**src/rtl/alpha_sequencer_if.sv**
```systemverilog
// Strobe/request inputs and coefficient/status outputs of alpha_sequencer.
// The design sits on the slave modport; the driver of select_b sits on master.
interface alpha_sequencer_if;
  logic       enable_3M;
  logic       select_b;
  logic [4:0] alpha_sequence;
  logic       busy;
  logic       channel_b;
  logic       done;

  modport master (
    output enable_3M,
    output select_b,
    input  alpha_sequence,
    input  busy,
    input  channel_b,
    input  done
  );

  modport slave (
    input  enable_3M,
    input  select_b,
    output alpha_sequence,
    output busy,
    output channel_b,
    output done
  );
endinterface

```
**src/rtl/alpha_sequencer.sv**
```systemverilog
// Crossfade coefficient generator: ramps alpha between 0 (channel a) and 16 (channel b)
// at a programmable rate, with a minimum settled dwell and mid-ramp reversal.
module alpha_sequencer #(
  parameter int unsigned STEP_DIV = 4,
  parameter int unsigned MIN_HOLD = 64
) (
  input logic              clk,
  input logic              reset,
  alpha_sequencer_if.slave bus
);

  localparam int unsigned DivW  = (STEP_DIV > 1) ? $clog2(STEP_DIV) : 1;
  localparam int unsigned HoldW = (MIN_HOLD > 0) ? $clog2(MIN_HOLD + 1) : 1;
  localparam logic [DivW-1:0]  DivLast = DivW'(STEP_DIV - 1);
  localparam logic [HoldW-1:0] HoldMax = HoldW'(MIN_HOLD);

  typedef enum logic [1:0] {StIdleA, StRampUp, StIdleB, StRampDown} state_e;

  state_e           state_q, state_d;
  logic [4:0]       alpha_q, alpha_d;
  logic [DivW-1:0]  div_q, div_d;
  logic [HoldW-1:0] hold_q, hold_d;
  logic             done_q, done_d;

  always_ff @(posedge clk) begin
    if (reset) begin
      state_q <= StIdleA;
      alpha_q <= 5'd0;
      div_q   <= '0;
      hold_q  <= HoldMax;
      done_q  <= 1'b0;
    end else begin
      state_q <= state_d;
      alpha_q <= alpha_d;
      div_q   <= div_d;
      hold_q  <= hold_d;
      done_q  <= done_d;
    end
  end

  always_comb begin
    state_d = state_q;
    alpha_d = alpha_q;
    div_d   = div_q;
    hold_d  = hold_q;
    done_d  = 1'b0;
    if (bus.enable_3M) begin
      unique case (state_q)
        StIdleA, StIdleB: begin
          if (hold_q != HoldMax) hold_d = hold_q + HoldW'(1);
          if (hold_q == HoldMax) begin
            if (state_q == StIdleA && bus.select_b) begin
              state_d = StRampUp;
              div_d   = '0;
            end else if (state_q == StIdleB && !bus.select_b) begin
              state_d = StRampDown;
              div_d   = '0;
            end
          end
        end
        StRampUp: begin
          if (!bus.select_b) begin
            // Reversing at the endpoint we are heading back to settles immediately.
            if (alpha_q == 5'd0) begin
              state_d = StIdleA;
              done_d  = 1'b1;
              hold_d  = '0;
            end else begin
              state_d = StRampDown;
            end
            div_d = '0;
          end else if (div_q == DivLast) begin
            alpha_d = alpha_q + 5'd1;
            div_d   = '0;
            if (alpha_q == 5'd15) begin
              state_d = StIdleB;
              done_d  = 1'b1;
              hold_d  = '0;
            end
          end else begin
            div_d = div_q + DivW'(1);
          end
        end
        StRampDown: begin
          if (bus.select_b) begin
            if (alpha_q == 5'd16) begin
              state_d = StIdleB;
              done_d  = 1'b1;
              hold_d  = '0;
            end else begin
              state_d = StRampUp;
            end
            div_d = '0;
          end else if (div_q == DivLast) begin
            alpha_d = alpha_q - 5'd1;
            div_d   = '0;
            if (alpha_q == 5'd1) begin
              state_d = StIdleA;
              done_d  = 1'b1;
              hold_d  = '0;
            end
          end else begin
            div_d = div_q + DivW'(1);
          end
        end
        default: state_d = StIdleA;
      endcase
    end
  end

  always_comb begin
    bus.alpha_sequence = alpha_q;
    bus.busy           = (state_q == StRampUp) || (state_q == StRampDown);
    bus.channel_b      = (state_q == StIdleB);
    bus.done           = done_q;
  end

endmodule

```
**src/flat_wrapper.sv**
```systemverilog
// flat-port wrapper written by rule: the top's interface ports become plain ports
module alpha_sequencer_flat 
#(
  parameter int unsigned STEP_DIV = 4,
  parameter int unsigned MIN_HOLD = 64
)
  (clk, reset, bus_enable_3M, bus_select_b, bus_alpha_sequence, bus_busy, bus_channel_b, bus_done);
  alpha_sequencer_if bus_i ();
  input logic clk;
  input logic reset;
  input wire logic [$bits(bus_i.enable_3M)-1:0] bus_enable_3M;
  input wire logic [$bits(bus_i.select_b)-1:0] bus_select_b;
  output wire logic [$bits(bus_i.alpha_sequence)-1:0] bus_alpha_sequence;
  output wire logic [$bits(bus_i.busy)-1:0] bus_busy;
  output wire logic [$bits(bus_i.channel_b)-1:0] bus_channel_b;
  output wire logic [$bits(bus_i.done)-1:0] bus_done;
  assign bus_i.enable_3M = bus_enable_3M;
  assign bus_i.select_b = bus_select_b;
  assign bus_alpha_sequence = bus_i.alpha_sequence;
  assign bus_busy = bus_i.busy;
  assign bus_channel_b = bus_i.channel_b;
  assign bus_done = bus_i.done;
  alpha_sequencer #(.STEP_DIV(STEP_DIV), .MIN_HOLD(MIN_HOLD)) u_core (.clk(clk), .reset(reset), .bus(bus_i));
endmodule
```
**config.mk**
```make
export PLATFORM = sky130hd
export DESIGN_NAME = alpha_sequencer_flat
export DESIGN_NICKNAME = d
export VERILOG_FILES = /design/src/rtl/alpha_sequencer_if.sv /design/src/rtl/alpha_sequencer.sv /design/src/flat_wrapper.sv
export SDC_FILE = /design/constraint.sdc
export NUM_CORES = 1
export LEC_CHECK = 0
export ABC_AREA = 1
export CAP_MARGIN = 25
export CORE_MARGIN = 2
export CORE_UTILIZATION = 61
export DETAILED_ROUTE_END_ITERATION = 10
export PLACE_DENSITY = 0.84
export SYNTH_ARGS = -nofsm -noshare
export SYNTH_HDL_FRONTEND = slang
export SYNTH_SLANG_ARGS = --single-unit
export TNS_END_PERCENT = 50
```
**constraint.sdc**
```tcl
create_clock -name clk -period 3.9 [get_ports clk]
set_input_delay 1.17 -clock clk [delete_from_list [all_inputs] [get_ports clk]]
set_output_delay 1.17 -clock clk [all_outputs]
set_load 0.02 [all_outputs]
```
==> flow_metrics.env <==
export IMPL_status="complete, no violations"
export IMPL_final_common_cell="nand2_1"
export IMPL_rows=16
export IMPL_fmaxAchievable_mhz=362
export IMPL_synth_seq_area_share_pct=25.9
export IMPL_start_kind="flip-flop"
export IMPL_vias=1282
export IMPL_cpPeakStageDelay_ns=0.69
export IMPL_synth_compound_area_share_pct=8.85
export IMPL_clk_latency_ns=0.30
export IMPL_switching_share_pct=45.7
export IMPL_totalWireLength_um=2920
export IMPL_end_kind="output port"
export IMPL_r2r_cells=12
export IMPL_hold_viol=0
export IMPL_clkSinkCount=17
export IMPL_p_int_mw=0.352
export IMPL_track_usage_pct=25.3
export IMPL_worst_slew_pin_slew_ns=0.417
export IMPL_grt_max_degree=18
export IMPL_syn_cell_area_sq_um=1320
export IMPL_synth_cells=199
export IMPL_hold_ws_ns=0.483
export IMPL_synth_simple_gate_area_share_pct=43.9
export IMPL_firstDrtPassIters=4
export IMPL_path_class="reg -> out"
export IMPL_routabilityCongestion=0.873
export IMPL_setup_viol=0
export IMPL_fin_crit_sh_pct=70.7
export IMPL_area_growth_syn_to_layout_pct=10.5
export IMPL_portBuffers=11
export IMPL_tns_ns=0
export IMPL_postRouteAntennaNets=0
export IMPL_hpwl_um=2190
export IMPL_ys_types=29
export IMPL_clockPowerShare_pct=15.9
export IMPL_p_per_area_nw_per_um2=446
export IMPL_power_leakage_nw=0.695
export IMPL_synth_area_leaders="dfxtp_1 (26%), nand2_1 (14%), nor2_1 (8.0%), ha_1 (7.6%), inv_1 (7.4%)"
export IMPL_yosysTopAreaCell="dfxtp_1"
export IMPL_period_minus_slack_ns=2.76
export IMPL_drt_iter0_drc=43
export IMPL_whs_path_depth=2
export IMPL_final_cell_mix="nand2_1 (48), nor2_1 (28), inv_1 (26)"
export IMPL_cp_required_ns=2.73
export IMPL_rr_endpoint="u_core.hold_q[5]"
export IMPL_start_util_pct=65.7
export IMPL_grt_setup_unrepaired="no"
export IMPL_cap_violations=0
export IMPL_path_cells="clkdlybuf4s50_1"
export IMPL_grt_antenna_before_repair=0
export IMPL_h_tree_depth=1
export IMPL_cts_root_buf="clkbuf_4"
export IMPL_syn_area_per_cell_sq_um=6.61
export IMPL_postCtsSetupRepairBufs=0
export IMPL_path_delay_family="buffers and inverters"
export IMPL_synth_seq_cells=17
export IMPL_grt_pass1_vias=1223
export IMPL_final_nets=223
export IMPL_ir_worst_vdd_mv=0.348
export IMPL_slew_violations=0
export IMPL_antenna_cells=0
export IMPL_yosysWarnings=0
export IMPL_die_w_um=50.4
export IMPL_post_drt_wl_per_cell_um=12.3
export IMPL_drive_above_1_share_pct=11.9
export IMPL_synth_xor_area_share_pct=2.66
export IMPL_pwr_share_seq_pct=35.5
export IMPL_synthAdderAreaFrac_pct=7.61
export IMPL_totalPowerFinal_mw=0.648
export IMPL_core_area_sq_um=2000
export IMPL_worst_slack_ns=1.14
export IMPL_die_h_um=50.4
export IMPL_numCtsBuffers=3
export IMPL_critPathMaxFanout=7
export IMPL_combPwrFrac_pct=48.6
export IMPL_grt_first_pass_wirelength_um=4960
export IMPL_synth_top_family_by_area="simple AND/OR/NAND/NOR gates"
export IMPL_die_area_sq_um=2540
export IMPL_dp_slack_ns=1.16
export IMPL_slew_headroom_pct=72.2
export IMPL_syn_nets=211
export IMPL_critPathBufInv=1
export IMPL_max_clock_path_buffers=2
export IMPL_holdPathEnd="u_core.div_q[1]"
export IMPL_arrival_ns=1.59
export IMPL_ctsResizeCount=0
export IMPL_overflow=0
export IMPL_hold_buffers=0
export IMPL_via_per_inst=5.41
export IMPL_place_area_sq_um=1430
export IMPL_cts_tree="done"
export IMPL_synth_area_mux_share_pct=0
export IMPL_ios=12
export IMPL_r2r_slack_ns=1.99
export IMPL_postLayoutCellArea_sq_um=1450
export IMPL_yosysTopAreaCellShare_pct=25.9
export IMPL_drcViolationCount=0
export IMPL_critical_path_slowest_cell="clkdlybuf4s50_1"
export IMPL_hold_start="u_core.div_q[1]"
export IMPL_min_path_type="reg -> reg"
export IMPL_clk_pin_slew_worst_paths_ns=0.11
export IMPL_switchingPower_mw=0.296
export IMPL_timing_rr_start="u_core.bus.alpha_sequence[2]"
export IMPL_final_setup_skew_ns=0.00235
registers in the layout (all words and copies together) (netlist names):
register                   cells
u_core.hold_q                  7
u_core.bus.alpha_sequence      5
u_core.div_q                   2
u_core.state_q                 2
u_core.bus.done                1
worst max path at each step:
stage                            startpoint                            to  slack, ns  cells after the start
2_1_floorplan             u_core.state_q[0]                 bus_channel_b       1.86                      3
3_3_place_gp                   bus_select_b  u_core.bus.alpha_sequence[3]       1.24                      9
3_5_place_dp                   bus_select_b  u_core.bus.alpha_sequence[3]       1.16                      9
4_1_cts                   u_core.state_q[1]                 bus_channel_b       1.14                      3
5_1_grt                   u_core.state_q[1]                 bus_channel_b       1.08                      3
6_report       u_core.bus.alpha_sequence[2]         bus_alpha_sequence[2]       1.14                      1
power by group through the flow:
stage	Combinational (mW)	Clock, mW	Sequential [mW]
finish	0.315	0.103	0.230
floorplan	0.257	0	0.225
global route	0.356	0.110	0.233
CTS	0.313	0.105	0.229
detailed placement	0.311	0	0.233
global placement	0.301	0	0.230
cell usage after synthesis, drive strengths merged:
master / instances
clkbuf: 1
a21oi: 11
nand2: 55
ha: 8
buf: 4
xnor2: 3
dfxtp: 17
nand3: 16
nor2: 35
o22ai: 2
o21ai: 7
o211ai: 1
nand4: 3
inv: 28
xor2: 1
a31oi: 1
nand3b: 1
nor3: 5
routing by layer:
layer  share of wire, %  GRT usage (%)
met5                  0              0
met4                2.4           11.7
met3                5.1           3.27
met2                 48           44.3
met1                 44           30.5
kinds of logic after synthesis:
logic type	count (synthesis)
AND/OR/NAND/NOR	115
buffers and inverters	33
AO/OA/AOI/OAI	22
flip-flops	17
adder cells (fa/ha/maj)	8
XOR/XNOR	4
cell type report:
cell class | instances | area [sq um]
Clock buffer | 3 | 22.5
Tap cell | 27 | 33.8
Fill cell | 171 | 549
Inverter | 28 | 105
Clock inverter | 1 | 5.00
Sequential cell | 17 | 340
Timing Repair Buffer | 12 | 118
Multi-Input combinational cell | 149 | 828
through the flow:
step	cells	util [%]
after floorplan	199	-
after global placement	233	71.2
after detailed placement	233	71.2
after CTS	237	72.6
after global routing	237	72.6
final	237	72.6
Note: power is estimated with default switching activity, not from simulation.
==> RTL change, RTL diff (config.mk and constraints unchanged) <==
`STEP_DIV` is set to 4 in 2 places; all go to 8.
--- a/src/rtl/alpha_sequencer.sv
+++ b/src/rtl/alpha_sequencer.sv
@@ -1,7 +1,7 @@
 // Crossfade coefficient generator: ramps alpha between 0 (channel a) and 16 (channel b)
 // at a programmable rate, with a minimum settled dwell and mid-ramp reversal.
 module alpha_sequencer #(
-  parameter int unsigned STEP_DIV = 4,
+  parameter int unsigned STEP_DIV = 8,
   parameter int unsigned MIN_HOLD = 64
 ) (
   input logic              clk,
--- a/src/flat_wrapper.sv
+++ b/src/flat_wrapper.sv
@@ -1,7 +1,7 @@
 // flat-port wrapper written by rule: the top's interface ports become plain ports
 module alpha_sequencer_flat 
 #(
-  parameter int unsigned STEP_DIV = 4,
+  parameter int unsigned STEP_DIV = 8,
   parameter int unsigned MIN_HOLD = 64
 )
   (clk, reset, bus_enable_3M, bus_select_b, bus_alpha_sequence, bus_busy, bus_channel_b, bus_done);
Behaviour: not the same (a bounded check fails within 10 cycles, from zero or initial values and one cycle with reset high).
==> RTL change against the original RTL <==
  * Setup slack better by 0.036 ns
  * Power rose by 8.0%
  * Register-to-register slack better by 0.19 ns
  * Cell area fell by 0.43%
  * Highest routed layer unchanged
  * Wire length down 9.8%
  * Sequential cell count grew 1
  * Largest power group unchanged
  * Critical endpoint unchanged
  * Area after synthesis unchanged
  * First-iteration DRC count decreased by 7.0%
==> RTL change: results (changes against the original RTL) <==
\begin{tabular}{lr}
\hline
Metric & Value \\
\hline
\multicolumn{2}{l}{\textbf{Yosys}} \\
\quad Post-Synthesis Net Count & 205 (-2.8\%) \\
\quad Cell types occupying the most area after synthesis & sky130\_fd\_sc\_hd\_\_dfxtp\_1 (27\%), sky130\_fd\_sc\_hd\_\_nand2\_1 (11\%), sky130\_fd\_sc\_hd\_\_ha\_1 (9.5\%) \\
\quad Unique masters post-synth & 30 (+3.4\%) \\
\quad Top cells by count, synth & sky130\_fd\_sc\_hd\_\_nand2\_1 (37), sky130\_fd\_sc\_hd\_\_nor2\_1 (25), sky130\_fd\_sc\_hd\_\_nand3\_1 (20), sky130\_fd\_sc\_hd\_\_dfxtp\_1 (18), sky130\_fd\_sc\_hd\_\_inv\_1 (17) \\
\multicolumn{2}{l}{\textbf{Place}} \\
\quad Routability Congestion & 0.9149 (+4.8\%) \\
\quad Placement-stage cell area & 1424 µm² (about the same) \\
\quad Detailed Place HPWL & 2013 µm (-7.9\%) \\
\multicolumn{2}{l}{\textbf{Setup path}} \\
\quad Crit path DAT & 1.55 ns (-0.04 ns) \\
\quad Maximum fanout along the worst path & 8 (+1) \\
\multicolumn{2}{l}{\textbf{Pwr}} \\
\quad Share of total power in the clock network & 12.7\% (-3.2 points) \\
\quad Gate power share & 52.8\% (+4.2 points) \\
\quad Worst IR drop on VDD & 0.0003017 V (-13\%) \\
\quad Total internal power & 0.0003787 W (+7.6\%) \\
\multicolumn{2}{l}{\textbf{Detailed routing}} \\
\quad Drt total wl & 2635 µm (-9.8\%) \\
\quad Met3 routed WL & 105 µm (-30\%) \\
\quad Detailed-route via count & 1,198 (-6.6\%) \\
\multicolumn{2}{l}{\textbf{Global routing}} \\
\quad First-pass GRT wire length & 4533 µm (-8.6\%) \\
\quad Met3 Use GR & 3.571\% (+0.30 points) \\
\quad Global-route track usage on met2 & 39.69\% (-4.6 points) \\
\quad Number of global-route vias before repair & 1,097 (-10\%) \\
\quad All-layer global routing usage & 22.55\% (-2.7 points) \\
\quad Global-route met1 utilization & 28.92\% (-1.5 points) \\
\multicolumn{2}{l}{\textbf{Finish}} \\
\quad Layout Nets & 216 (-3.1\%) \\
\quad Share of cells above drive strength 1 & 13.50\% (+1.6 points) \\
\quad Fill cells & 174 (+1.8\%) \\
\multicolumn{2}{l}{\textbf{STA}} \\
\quad Worst clock skew & 0.01121 ns (+0.008863 ns) \\
\multicolumn{2}{l}{\textbf{Clock tree}} \\
\quad Skew-Pair Late Insertion Delay & 0.28 ns (-0.02 ns) \\
\multicolumn{2}{l}{\textbf{Status}} \\
\quad Run status & finished, final reports clean \\
\hline
\end{tabular}
[RTL change: cell count changes in the layout (fill, tap and decap cells not counted), sizes merged, moves of 2 or more]
cell   delta
a21oi     +3
nand2     -9
nor2      -2
nor3b     +2
inv       -8
nor3      -3
ha        +2
nand3     +5
[RTL change: logic make-up after synthesis]
logic type                 synth area share (%)
xor gates and xnor gates                  3.331
and+or+nand+nor                           40.63
DFF                                       27.40
buffers and inverters                     8.944
AOI/OAI and AO/OA                         10.18
adders and majority gates                 9.515
[RTL change: layout make-up]
class	instances	area share, %
repair buffers	12	8.131
flip-flops and latches	18	24.91
well taps	27	2.336
inverters	20	5.190
multi-input cells	147	57.87
clock buffers	3	1.557
[RTL change: worst paths after layout]
| check | from | end | cells past startpoint | slack (ns) |
|---|---|---|---|---|
| max | u_core.bus.alpha_sequence[2] | bus_alpha_sequence[2] | 1 | 1.18 |
| min | u_core.div_q[1] | u_core.div_q[1] | 2 | 0.49 |
| max reg2reg | u_core.bus.alpha_sequence[0] | u_core.hold_q[3] | 9 | 2.18 |
| min reg2reg | u_core.div_q[1] | u_core.div_q[1] | 2 | 0.49 |
[RTL change: stage by stage]
| stage | hold slack (ns) | setup slack [ns] | std cells | utilization, % | total power (W) |
|---|---|---|---|---|---|
| after CTS | 0.4947 | 1.166 | 227 | 72.25 | 0.0006976 |
| final | 0.4906 | 1.177 | 227 | 72.25 | 0.0006998 |
| after global routing | 0.5328 | 1.104 | 227 | 72.25 | 0.0007554 |
| after detailed placement | 0.4787 | 1.179 | 224 | 71.13 | 0.0006101 |
| after floorplan | 0.4432 | 1.838 | 191 | - | 0.0005403 |
| after global placement | 0.4664 | 1.228 | 224 | 71.13 | 0.0006018 |
